[config.mk]
export PLATFORM = sky130hd
export DESIGN_NAME = debounce_bank_flat
export DESIGN_NICKNAME = d
export VERILOG_FILES = /design/src/rtl/debounce_pkg.sv /design/src/rtl/debounce_bank_if.sv /design/src/rtl/debounce_ch.sv /design/src/rtl/debounce_bank.sv /design/src/flat_wrapper.sv
export SDC_FILE = /design/constraint.sdc
export NUM_CORES = 1
export LEC_CHECK = 0
export ABC_AREA = 1
export BUFFER_PORTS_ARGS = -buffer_cell sky130_fd_sc_hd__buf_2
export CAP_MARGIN = 25
export CORE_UTILIZATION = 58
export CTS_CLUSTER_DIAMETER = 40
export DETAILED_ROUTE_END_ITERATION = 16
export GPL_TIMING_DRIVEN = 0
export PLACE_DENSITY = 0.83
export SYNTH_ARGS = -nofsm -noshare
export SYNTH_HDL_FRONTEND = slang
export SYNTH_SLANG_ARGS = --single-unit
[constraint.sdc]
create_clock -name clk -period 2.2 [get_ports clk]
set_input_delay 0.22 -clock clk [delete_from_list [all_inputs] [get_ports clk]]
set_output_delay 0.22 -clock clk [all_outputs]
set_load 0.01 [all_outputs]
[src/rtl/debounce_pkg.sv]
// Shared constants, channel state type and counter-width helper for the debounce bank.
// Pure definitions: no logic, no latency, no flow control.
package debounce_pkg;

  localparam int DEF_DEBOUNCE_LIMIT = 2;
  localparam int DEF_SYNC_STAGES    = 2;

  typedef enum logic {
    ST_STABLE   = 1'b0,
    ST_COUNTING = 1'b1
  } ch_state_e;

  // Enough bits to hold 0..limit.
  function automatic int cnt_width(input int limit);
    return $clog2(limit + 1);
  endfunction

endpackage

[src/rtl/debounce_bank_if.sv]
// Switch-bank bundle: raw inputs and tick toward the debouncer, clean levels and events back.
// Plain wires; no latency and no backpressure.
interface debounce_bank_if #(
  parameter int NUM_CH = 8
) ();

  logic [NUM_CH-1:0] raw_in;
  logic              sample_tick;
  logic [NUM_CH-1:0] stable_out;
  logic [NUM_CH-1:0] rise_pulse;
  logic [NUM_CH-1:0] fall_pulse;
  logic              any_change;
  logic [NUM_CH-1:0] long_press;

  modport master (
    output raw_in,
    output sample_tick,
    input  stable_out,
    input  rise_pulse,
    input  fall_pulse,
    input  any_change,
    input  long_press
  );

  modport slave (
    input  raw_in,
    input  sample_tick,
    output stable_out,
    output rise_pulse,
    output fall_pulse,
    output any_change,
    output long_press
  );

endinterface

[src/rtl/debounce_ch.sv]
// One debounced channel: synchroniser, tick-qualified counter, edge pulses, long-press hold counter under DEBOUNCE_LONG_PRESS_EN.
// Level flips SYNC_STAGES+DEBOUNCE_LIMIT ticked edges after a held input change; no backpressure, pulses are single-cycle.
module debounce_ch
  import debounce_pkg::*;
#(
  parameter int   DEBOUNCE_LIMIT = DEF_DEBOUNCE_LIMIT,
  parameter int   SYNC_STAGES    = DEF_SYNC_STAGES,
  parameter logic RESET_BIT      = 1'b0
`ifdef DEBOUNCE_LONG_PRESS_EN
  ,
  parameter int   LONG_LIMIT     = 1000
`endif
) (
  input  logic clk,
  input  logic reset,
  input  logic i_raw,
  input  logic i_tick,
  output logic o_stable,
  output logic o_rise,
  output logic o_fall,
  output logic o_long
);

  localparam int               CNT_W    = cnt_width(DEBOUNCE_LIMIT);
  localparam logic [CNT_W-1:0] CNT_LAST = CNT_W'(DEBOUNCE_LIMIT - 1);

  logic [SYNC_STAGES-1:0] r_sync;
  logic [CNT_W-1:0]       r_cnt;
  logic                   r_stable;
  logic                   r_rise;
  logic                   r_fall;

  logic                   w_s;
  ch_state_e              w_state;
  logic [CNT_W-1:0]       w_cnt_nxt;
  logic                   w_stable_nxt;
  logic                   w_rise_nxt;
  logic                   w_fall_nxt;

  assign w_s = r_sync[SYNC_STAGES-1];

  always_ff @(posedge clk or negedge reset) begin
    if (!reset) begin
      r_sync   <= {SYNC_STAGES{RESET_BIT}};
      r_cnt    <= '0;
      r_stable <= RESET_BIT;
      r_rise   <= 1'b0;
      r_fall   <= 1'b0;
    end else begin
      r_sync   <= {r_sync[SYNC_STAGES-2:0], i_raw};
      r_cnt    <= w_cnt_nxt;
      r_stable <= w_stable_nxt;
      r_rise   <= w_rise_nxt;
      r_fall   <= w_fall_nxt;
    end
  end

  // The state is implied by the synchroniser disagreeing with the held level.
  always_comb begin
    w_state      = (w_s == r_stable) ? ST_STABLE : ST_COUNTING;
    w_cnt_nxt    = '0;
    w_stable_nxt = r_stable;
    w_rise_nxt   = 1'b0;
    w_fall_nxt   = 1'b0;
    case (w_state)
      ST_COUNTING: begin
        if (!i_tick) begin
          w_cnt_nxt = r_cnt;
        end else if (r_cnt == CNT_LAST) begin
          w_stable_nxt = w_s;
          w_rise_nxt   = w_s;
          w_fall_nxt   = !w_s;
        end else begin
          w_cnt_nxt = r_cnt + 1'b1;
        end
      end
      default: begin
      end
    endcase
  end

  assign o_stable = r_stable;
  assign o_rise   = r_rise;
  assign o_fall   = r_fall;

`ifdef DEBOUNCE_LONG_PRESS_EN
  localparam int                HOLD_W    = cnt_width(LONG_LIMIT);
  localparam logic [HOLD_W-1:0] HOLD_LAST = HOLD_W'(LONG_LIMIT - 1);
  localparam logic [HOLD_W-1:0] HOLD_SAT  = HOLD_W'(LONG_LIMIT);

  logic [HOLD_W-1:0] r_hold;
  logic              r_long;
  logic [HOLD_W-1:0] w_hold_nxt;
  logic              w_long_nxt;

  always_ff @(posedge clk or negedge reset) begin
    if (!reset) begin
      r_hold <= '0;
      r_long <= 1'b0;
    end else begin
      r_hold <= w_hold_nxt;
      r_long <= w_long_nxt;
    end
  end

  // Saturating at LONG_LIMIT parks the channel until the level drops and re-arms it.
  always_comb begin
    w_hold_nxt = r_hold;
    w_long_nxt = 1'b0;
    if (!r_stable) begin
      w_hold_nxt = '0;
    end else if (i_tick) begin
      if (r_hold == HOLD_LAST) begin
        w_hold_nxt = HOLD_SAT;
        w_long_nxt = 1'b1;
      end else if (r_hold != HOLD_SAT) begin
        w_hold_nxt = r_hold + 1'b1;
      end
    end
  end

  assign o_long = r_long;
`else
  assign o_long = 1'b0;
`endif

endmodule

[src/rtl/debounce_bank.sv]
// NUM_CH independent debounced switch channels with rise/fall/any-change events; long_press live only with DEBOUNCE_LONG_PRESS_EN.
// Latency SYNC_STAGES+DEBOUNCE_LIMIT ticked edges from a held input change; no backpressure.
module debounce_bank
  import debounce_pkg::*;
#(
  parameter int              NUM_CH         = 8,
  parameter int              DEBOUNCE_LIMIT = DEF_DEBOUNCE_LIMIT,
  parameter int              SYNC_STAGES    = DEF_SYNC_STAGES,
  parameter logic [NUM_CH-1:0] RESET_VAL    = '0,
  parameter int              LONG_LIMIT     = 1000
) (
  input  logic             clk,
  input  logic             reset,
  debounce_bank_if.slave   bus
);

  logic [NUM_CH-1:0] w_stable;
  logic [NUM_CH-1:0] w_rise;
  logic [NUM_CH-1:0] w_fall;
  logic [NUM_CH-1:0] w_long;

  for (genvar gi = 0; gi < NUM_CH; gi++) begin : g_ch
    debounce_ch #(
      .DEBOUNCE_LIMIT (DEBOUNCE_LIMIT),
      .SYNC_STAGES    (SYNC_STAGES),
      .RESET_BIT      (RESET_VAL[gi])
`ifdef DEBOUNCE_LONG_PRESS_EN
      ,
      .LONG_LIMIT     (LONG_LIMIT)
`endif
    ) u_ch (
      .clk      (clk),
      .reset    (reset),
      .i_raw    (bus.raw_in[gi]),
      .i_tick   (bus.sample_tick),
      .o_stable (w_stable[gi]),
      .o_rise   (w_rise[gi]),
      .o_fall   (w_fall[gi]),
      .o_long   (w_long[gi])
    );
  end

  assign bus.stable_out = w_stable;
  assign bus.rise_pulse = w_rise;
  assign bus.fall_pulse = w_fall;
  assign bus.any_change = |(w_rise | w_fall);
  // A non-positive hold limit means long-press reporting is off.
  assign bus.long_press = w_long & {NUM_CH{LONG_LIMIT > 0}};

endmodule

[src/flat_wrapper.sv]
// flat-port wrapper written by rule: the top's interface ports become plain ports
module debounce_bank_flat import debounce_pkg::*;
#(
  parameter int              NUM_CH         = 8,
  parameter int              DEBOUNCE_LIMIT = DEF_DEBOUNCE_LIMIT,
  parameter int              SYNC_STAGES    = DEF_SYNC_STAGES,
  parameter logic [NUM_CH-1:0] RESET_VAL    = '0,
  parameter int              LONG_LIMIT     = 1000
)
  (clk, reset, bus_raw_in, bus_sample_tick, bus_stable_out, bus_rise_pulse, bus_fall_pulse, bus_any_change, bus_long_press);
  debounce_bank_if #(.NUM_CH(NUM_CH)) bus_i ();
  input  logic clk;
  input  logic reset;
  input wire logic [$bits(bus_i.raw_in)-1:0] bus_raw_in;
  input wire logic [$bits(bus_i.sample_tick)-1:0] bus_sample_tick;
  output wire logic [$bits(bus_i.stable_out)-1:0] bus_stable_out;
  output wire logic [$bits(bus_i.rise_pulse)-1:0] bus_rise_pulse;
  output wire logic [$bits(bus_i.fall_pulse)-1:0] bus_fall_pulse;
  output wire logic [$bits(bus_i.any_change)-1:0] bus_any_change;
  output wire logic [$bits(bus_i.long_press)-1:0] bus_long_press;
  assign bus_i.raw_in = bus_raw_in;
  assign bus_i.sample_tick = bus_sample_tick;
  assign bus_stable_out = bus_i.stable_out;
  assign bus_rise_pulse = bus_i.rise_pulse;
  assign bus_fall_pulse = bus_i.fall_pulse;
  assign bus_any_change = bus_i.any_change;
  assign bus_long_press = bus_i.long_press;
  debounce_bank #(.NUM_CH(NUM_CH), .DEBOUNCE_LIMIT(DEBOUNCE_LIMIT), .SYNC_STAGES(SYNC_STAGES), .RESET_VAL(RESET_VAL), .LONG_LIMIT(LONG_LIMIT)) u_core (.clk(clk), .reset(reset), .bus(bus_i));
endmodule
==> impl_results.md, run 1 <==
* Initial antenna violation count at 0
* Logic pwr share at 27.0%
* Final HPWL DP at 2.573 mm
* Iteration-0 DRC Markers at 65
* Synth Instances at 243
* Inserted Diodes at 0
* VDD IR max at 0.5633 mV
* Commonest non-fill, non-tap cell in the layout: dfrtp_1
* CP Capture Point: bus_any_change
* Setup bufs post-CTS at 0
* Dpl ws at 1.097 ns
* Crit start category: register
* Tot Pwr at 2.644 mW
* Sw power at 0.7993 mW
* Total track usage at 18.58%
* Max cap viols at 0
* Critical R2R Capture: u_core.g_ch[6].u_ch.o_stable
* Clk buf depth at 2
* Final #Nets at 307
* Unique masters post-synth at 13
* Sequential cell area fraction in the yosys report at 61.34%
* Final worst slack at 0.7691 ns
* Root Buffer: clkbuf_8
* Dpl cells at 333
* Die W at 64.76 um
* Final estimated routing congestion in global placement at 0.7735
* Flops & latches, synth at 56
* CTS sink count at 56
* Worst hold-check path type: primary input to register
* Core Area at 0.003716 sq mm
* Worst Hold Depth at 1
* Site Rows at 22
* P&R area growth vs syn at 18.57%
* CP Capture Type: output port
* Slew Viols, Final at 0
* Chip height at 64.76 um
* DR vias/cell at 4.545
* Status: complete, no violations
* CP startpoint: u_core.g_ch[3].u_ch.o_fall
* Clock power share at 24.3%
* Max FO, Critical Path at 2
* Final setup viols at 0
* Fmax at 698.9 MHz
* Flop pwr share at 48.7%
* Drt total wl at 3.434 mm
* Power Density at 976.2 mW/mm^2
* CTS H-Tree Depth at 2
* Switching Fraction at 30.23%
* Fin. Hold Viols at 0
* Die area at 0.004194 sq mm
* Most frequent cells in the layout: dfrtp_1 (56), nand2_1 (53), nor2_1 (37), buf_2 (34)
* Mean Syn Cell Area at 9.402 sq um
* Leakage at 1.633 nW
* Global route total overflow at 0
* Proportion of layout cells with a drive suffix above 1 at 25.93%
* Core Util, Final at 72.90%
* Largest net degree at the start of global routing at 37
* Clock Skew at 0.004586 ns
* Drt drc at 0
* R2r setup slk at 1.21 ns
* R2R cell count at 6
* Cts bufs inserted at 5
* Internal power at 1.845 mW
* Worst Path Required at 1.98 ns
* Port bufs at 34
* Post-Route Setup TNS at 0 ns
* Ys Warns at 0
* First-pass GRT wire length at 5.658 mm
* Pre-antenna DRT Iters at 4
* Initial Util at 61.48%
* ANT nets after route at 0
* Vias in the first global route at 1393
* Clk slew on worst S/H paths at 0.09 ns
* Io pins at 44
* CTS tree: built
* CP arrival at 1.21 ns
* Fill cell count at 278
* Via count at 1568
* RSZ-0062 raised after global routing: false
* Final min period at 1.431 ns
* DR WL/cell at 9.954 um
* Crit path kind: register to output port
* Cell Count, Final, Fillers Out at 345
* Mapped Area at 0.002285 sq mm
* Tcrit/Tclk final at 65.04%
* Critical R2R Launch: u_core.g_ch[6].u_ch.o_stable
* Clock latency on the worst-skew pair at 0.31 ns
sequential cells by signal, indices dropped and copies added, names as in the netlist:
register	count
u_core.g_ch.u_ch.r_cnt	16
u_core.g_ch.u_ch.o_rise	8
u_core.g_ch.u_ch.o_stable	8
u_core.g_ch.u_ch.r_sync	16
u_core.g_ch.u_ch.o_fall	8
stage by stage:
stage	hold WS [ns]	area (sq um)
final	0.01186	2709
after global routing	0.004517	2709
after CTS	0.004365	2679
after detailed placement	0.1987	2561
after global placement	0.3273	2541
after floorplan	-0.07559	2311
metal layers:
layer  vias up  track usage (%)  wire [um]
met3        13            3.697        147
met4         0            12.50        133
met5         -                0          0
li1        804                -          -
met2        45            32.55       1767
met1       706            20.10       1386
timing repair:
item                      CTS  global route
hold buffers                1             3
resized for setup           0             0
hold endpoints to repair   20             3
worst max-delay path: stages (launching register included):
cell and delay [ns]:
dfrtp_1 0.38, nor2_1 0.16, nand2_1 0.07, nor2_1 0.11, nand2_1 0.05, buf_2 0.13
cells in the mapped netlist:
| library cell | number | share of area, % |
|---|---|---|
| buf_4 | 33 | 11 |
| buf_6 | 1 | 0.49 |
| conb_1 | 1 | 0.16 |
| dfrtp_1 | 56 | 61 |
| inv_1 | 33 | 5.4 |
| nand2_1 | 53 | 8.7 |
| nand3_1 | 6 | 1.3 |
| nand4_1 | 2 | 0.55 |
| nor2_1 | 37 | 6.1 |
| nor2_2 | 1 | 0.27 |
| nor3_1 | 6 | 1.3 |
| o211a_1 | 2 | 0.88 |
| o21ai_0 | 12 | 2.6 |
final cells by class:
| type | count | area (sq um) | area share [%] |
|---|---|---|---|
| Tap cell | 48 | 60.06 | 2.217 |
| Multi-Input combinational cell | 127 | 526.8 | 19.45 |
| Clock buffer | 6 | 72.57 | 2.679 |
| Sequential cell | 56 | 1401 | 51.73 |
| Inverter | 33 | 123.9 | 4.573 |
| Buffer | 34 | 259.0 | 9.561 |
| Timing Repair Buffer | 39 | 230.2 | 8.499 |
| Clock inverter | 2 | 35.03 | 1.293 |
cells by family (layout without fill, tap and decap cells):
family | after synthesis | count (layout) | share of synthesized area (%)
compound gates | 14 | 14 | 3.505
buf+inv | 67 | 114 | 16.76
flops | 56 | 56 | 61.34
other cells | 1 | 8 | 0.1641
simple gates | 105 | 105 | 18.24
power groups by stage:
| stage | clock (mW) | combinational [mW] | sequential (mW) |
|---|---|---|---|
| after floorplan | 0 | 0.516 | 1.28 |
| after global placement | 0 | 0.679 | 1.30 |
| after detailed placement | 0 | 0.712 | 1.31 |
| after CTS | 0.654 | 0.719 | 1.29 |
| after global routing | 0.696 | 0.811 | 1.31 |
| final | 0.642 | 0.713 | 1.29 |
worst min path at each step:
stage / from / end
finish: bus_raw_in[0] / u_core.g_ch[0].u_ch.r_sync[0]
global route: bus_raw_in[5] / u_core.g_ch[5].u_ch.r_sync[0]
CTS: bus_raw_in[1] / u_core.g_ch[1].u_ch.r_sync[0]
detailed placement: reset / u_core.g_ch[3].u_ch.r_sync[1]
global placement: bus_raw_in[1] / u_core.g_ch[1].u_ch.r_sync[0]
floorplan: reset / u_core.g_ch[0].u_ch.o_fall
Note: power is estimated with default switching activity, not from simulation.
==> inputs of run 2 (changes only) <==
--- a/config.mk
+++ b/config.mk
@@ -8,11 +8,11 @@
 export ABC_AREA = 1
 export BUFFER_PORTS_ARGS = -buffer_cell sky130_fd_sc_hd__buf_2
 export CAP_MARGIN = 25
-export CORE_UTILIZATION = 58
+export CORE_UTILIZATION = 49
 export CTS_CLUSTER_DIAMETER = 40
 export DETAILED_ROUTE_END_ITERATION = 16
 export GPL_TIMING_DRIVEN = 0
-export PLACE_DENSITY = 0.83
+export PLACE_DENSITY = 0.75
 export SYNTH_ARGS = -nofsm -noshare
 export SYNTH_HDL_FRONTEND = slang
 export SYNTH_SLANG_ARGS = --single-unit
==> constraint.sdc (replaced) <==
create_clock -name clk -period 1.23 [get_ports clk]
set_input_delay 0.123 -clock clk [delete_from_list [all_inputs] [get_ports clk]]
set_output_delay 0.123 -clock clk [all_outputs]
set_load 0.01 [all_outputs]
==> run 2 against run 1 <==
  * The run now ends with negative setup slack left
  * Critical endpoint unchanged
  * Clock power increased by 34%
  * Largest cell class unchanged
  * Sequential power increased by 78%
  * Critical path type unchanged
  * Global-route usage down 2.9 points
  * Cell count increased by 2.9%
  * Largest power group unchanged
  * First-iteration DRC count up 52%
  * Combinational power grew 81%
  * Highest routed layer unchanged
==> impl_results.md, run 2 (same netlist as run 1, synthesis figures left out) <==
* Status: complete, but fails checks
* Clock power share at 19.3% (-5.0 points)
* Delay-heaviest family, CP: simple AND/OR/NAND/NOR gates
* Clock latency on the worst-skew pair at 0.29 ns (-0.02 ns)
* DR vias/cell at 4.403 (-3.1%)
* CP arrival at 1.19 ns (-0.02 ns)
* Drt drc at 0 (unchanged)
* Final setup viols at 1 (+1)
* Port bufs at 34 (unchanged)
* Clk slew on worst S/H paths at 0.08 ns (about the same)
* Global route total overflow at 0 (unchanged)
* Initial antenna violation count at 0 (unchanged)
* Initial Util at 51.76% (-9.7 points)
* Clk buf depth at 2 (unchanged)
* Via count at 1563 (-0.32%)
* Switching Fraction at 30.77% (+0.55 points)
* Cts bufs inserted at 5 (unchanged)
* Clock Skew at 0.001711 ns (-0.002875 ns)
* Dpl cells at 337 (+1.2%)
* Sw power at 1.373 mW (+72%)
* Hold Crit Start: bus_sample_tick
* CP startpoint: u_core.g_ch[7].u_ch.o_fall
* Fmax at 760.7 MHz
* CP Capture Type: output port
* Power Density at 1617 mW/mm^2 (+66%)
* P&R area growth vs syn at 20.70%
* Leakage at 1.657 nW (+1.5%)
* Crit-path cells: nor2_1 -> nand2_1 -> nor2_2 -> nand2_1 -> buf_2
* Cell Count, Final, Fillers Out at 355 (+2.9%)
* Largest regs: u_core.g_ch.u_ch.r_cnt (16), u_core.g_ch.u_ch.r_sync (16)
* Internal power at 3.088 mW (+67%)
* Pre-antenna DRT Iters at 4 (unchanged)
* Core Area at 0.004414 sq mm (+19%)
* Flop pwr share at 51.6% (+2.9 points)
* DR WL/cell at 9.462 um (-4.9%)
* Critical R2R Launch: u_core.g_ch[4].u_ch.o_stable
* R2r setup slk at 0.22 ns (-0.99 ns)
* Site Rows at 24 (+9.1%)
* Proportion of layout cells with a drive suffix above 1 at 26.40% (+0.48 points)
* CTS tree: built
* Final estimated routing congestion in global placement at 0.7435 (-3.9%)
* CTS sink count at 56 (unchanged)
* Worst Hold Depth at 3 (+2)
* Logic pwr share at 29.0% (+2.0 points)
* Area after DPL at 0.002566 sq mm (+0.20%)
* R2R cell count at 6 (unchanged)
* Total track usage at 15.66% (-2.9 points)
* Tcrit/Tclk final at 106.9%
* Worst hold-check path type: primary input to register
* Final #Nets at 316 (+2.9%)
* Slew Viols, Final at 0 (unchanged)
* Chip height at 70.29 um (+8.5%)
* CP dominant cell by count: nand2_1
* Max FO, Critical Path at 2 (unchanged)
* ANT nets after route at 0 (unchanged)
* Die area at 0.004940 sq mm (+18%)
* CTS H-Tree Depth at 2 (unchanged)
* Dpl ws at 0.1872 ns (-0.9095 ns)
* Iteration-0 DRC Markers at 99 (+52%)
* Worst Path Required at 1.11 ns (-0.87 ns)
* Largest net degree at the start of global routing at 39 (+5.4%)
* Fin. Hold Viols at 0 (unchanged)
* Crit start category: register
* Slowest stage cell, crit path: dfrtp_1
* Crit path kind: register to output port
* Max cap viols at 0 (unchanged)
* Most frequent cells in the layout: dfrtp_1 (56), nand2_1 (53), buf_4 (37), nor2_1 (36), buf_2 (34)
* First-pass GRT wire length at 6.003 mm (+6.1%)
* Tot Pwr at 4.460 mW (+69%)
* Io pins at 44 (unchanged)
* WP depth at 5 (unchanged)
* Slowest stage delay, CP at 0.38 ns (about the same)
* CP bufs+invs at 1 (unchanged)
* Root Buffer: clkbuf_8
* RSZ-0062 raised after global routing: true
* Final min period at 1.315 ns
* Drt total wl at 3.359 mm (-2.2%)
* VDD IR max at 0.8497 mV (+51%)
* Commonest non-fill, non-tap cell in the layout: dfrtp_1
* Final worst slack at -0.08451 ns (-0.8537 ns)
* Die W at 70.29 um (+8.5%)
* Failing checks: negative setup slack
* Final HPWL DP at 2.399 mm (-6.8%)
* Final instance area at 0.002758 sq mm (+1.8%)
* Vias in the first global route at 1479 (+6.2%)
* Inserted Diodes at 0 (unchanged)
run 2: area by class of cell:
class | instances | area (sq um)
Multi-Input combinational cell | 127 | 529.3
Fill cell | 373 | 1657
Sequential cell | 56 | 1401
Tap cell | 52 | 65.06
Buffer | 34 | 259.0
Clock buffer | 5 | 68.82
Timing Repair Buffer | 48 | 310.3
Inverter | 33 | 123.9
run 2: final timing paths:
kind | end
max in group asynchronous | u_core.g_ch[6].u_ch.r_cnt[0]
max reg2reg | u_core.g_ch[4].u_ch.o_stable
max | bus_any_change
min in group asynchronous | u_core.g_ch[7].u_ch.o_fall
min reg2reg | u_core.g_ch[3].u_ch.r_sync[1]
min | u_core.g_ch[6].u_ch.o_fall
run 2: metrics by stage:
step / utilization, % / TNS, ns / hold WS, ns
after global routing: 62.47 / -0.1652 / 0.1434
after global placement: 57.68 / 0 / 0.2303
final: 62.47 / -0.08451 / 0.1293
after floorplan: - / 0 / -0.1726
after CTS: 61.79 / -0.1020 / 0.1195
after detailed placement: 58.13 / 0 / 0.09111
run 2: worst reg2reg max path: cells and delay by family, from the launching register on:
kind	cells	cell delay, ns
simple gates	5	0.40
buf+inv	1	0.08
flops	1	0.42
run 2: repair_timing:
item / CTS / global route
resized for setup: 1 / 0
pin swaps: 1 / 4
setup endpoints to repair: 1 / 1
hold buffers: 9 / 0
endpoints found under the hold margin: 26 / 0
setup buffers: 0 / 4
run 2: layer usage:
layer / wire length, um / vias to the layer above / part of all wire [%] / track usage [%]
li1: - / 814 / - / -
met1: 1514 / 710 / 45 / 18.90
met2: 1657 / 32 / 49 / 26.56
met3: 126 / 7 / 3.8 / 3.030
met4: 61 / 0 / 1.8 / 8.000
met5: 0 / - / 0 / 0
run 2: power groups by stage:
stage	combinational, mW	sequential [mW]	clock [mW]
4_1_cts	1.30	2.30	0.897
3_5_place_dp	1.26	2.34	0
3_3_place_gp	1.22	2.32	0
6_report	1.29	2.30	0.862
2_1_floorplan	0.924	2.29	0
5_1_grt	1.48	2.35	0.968
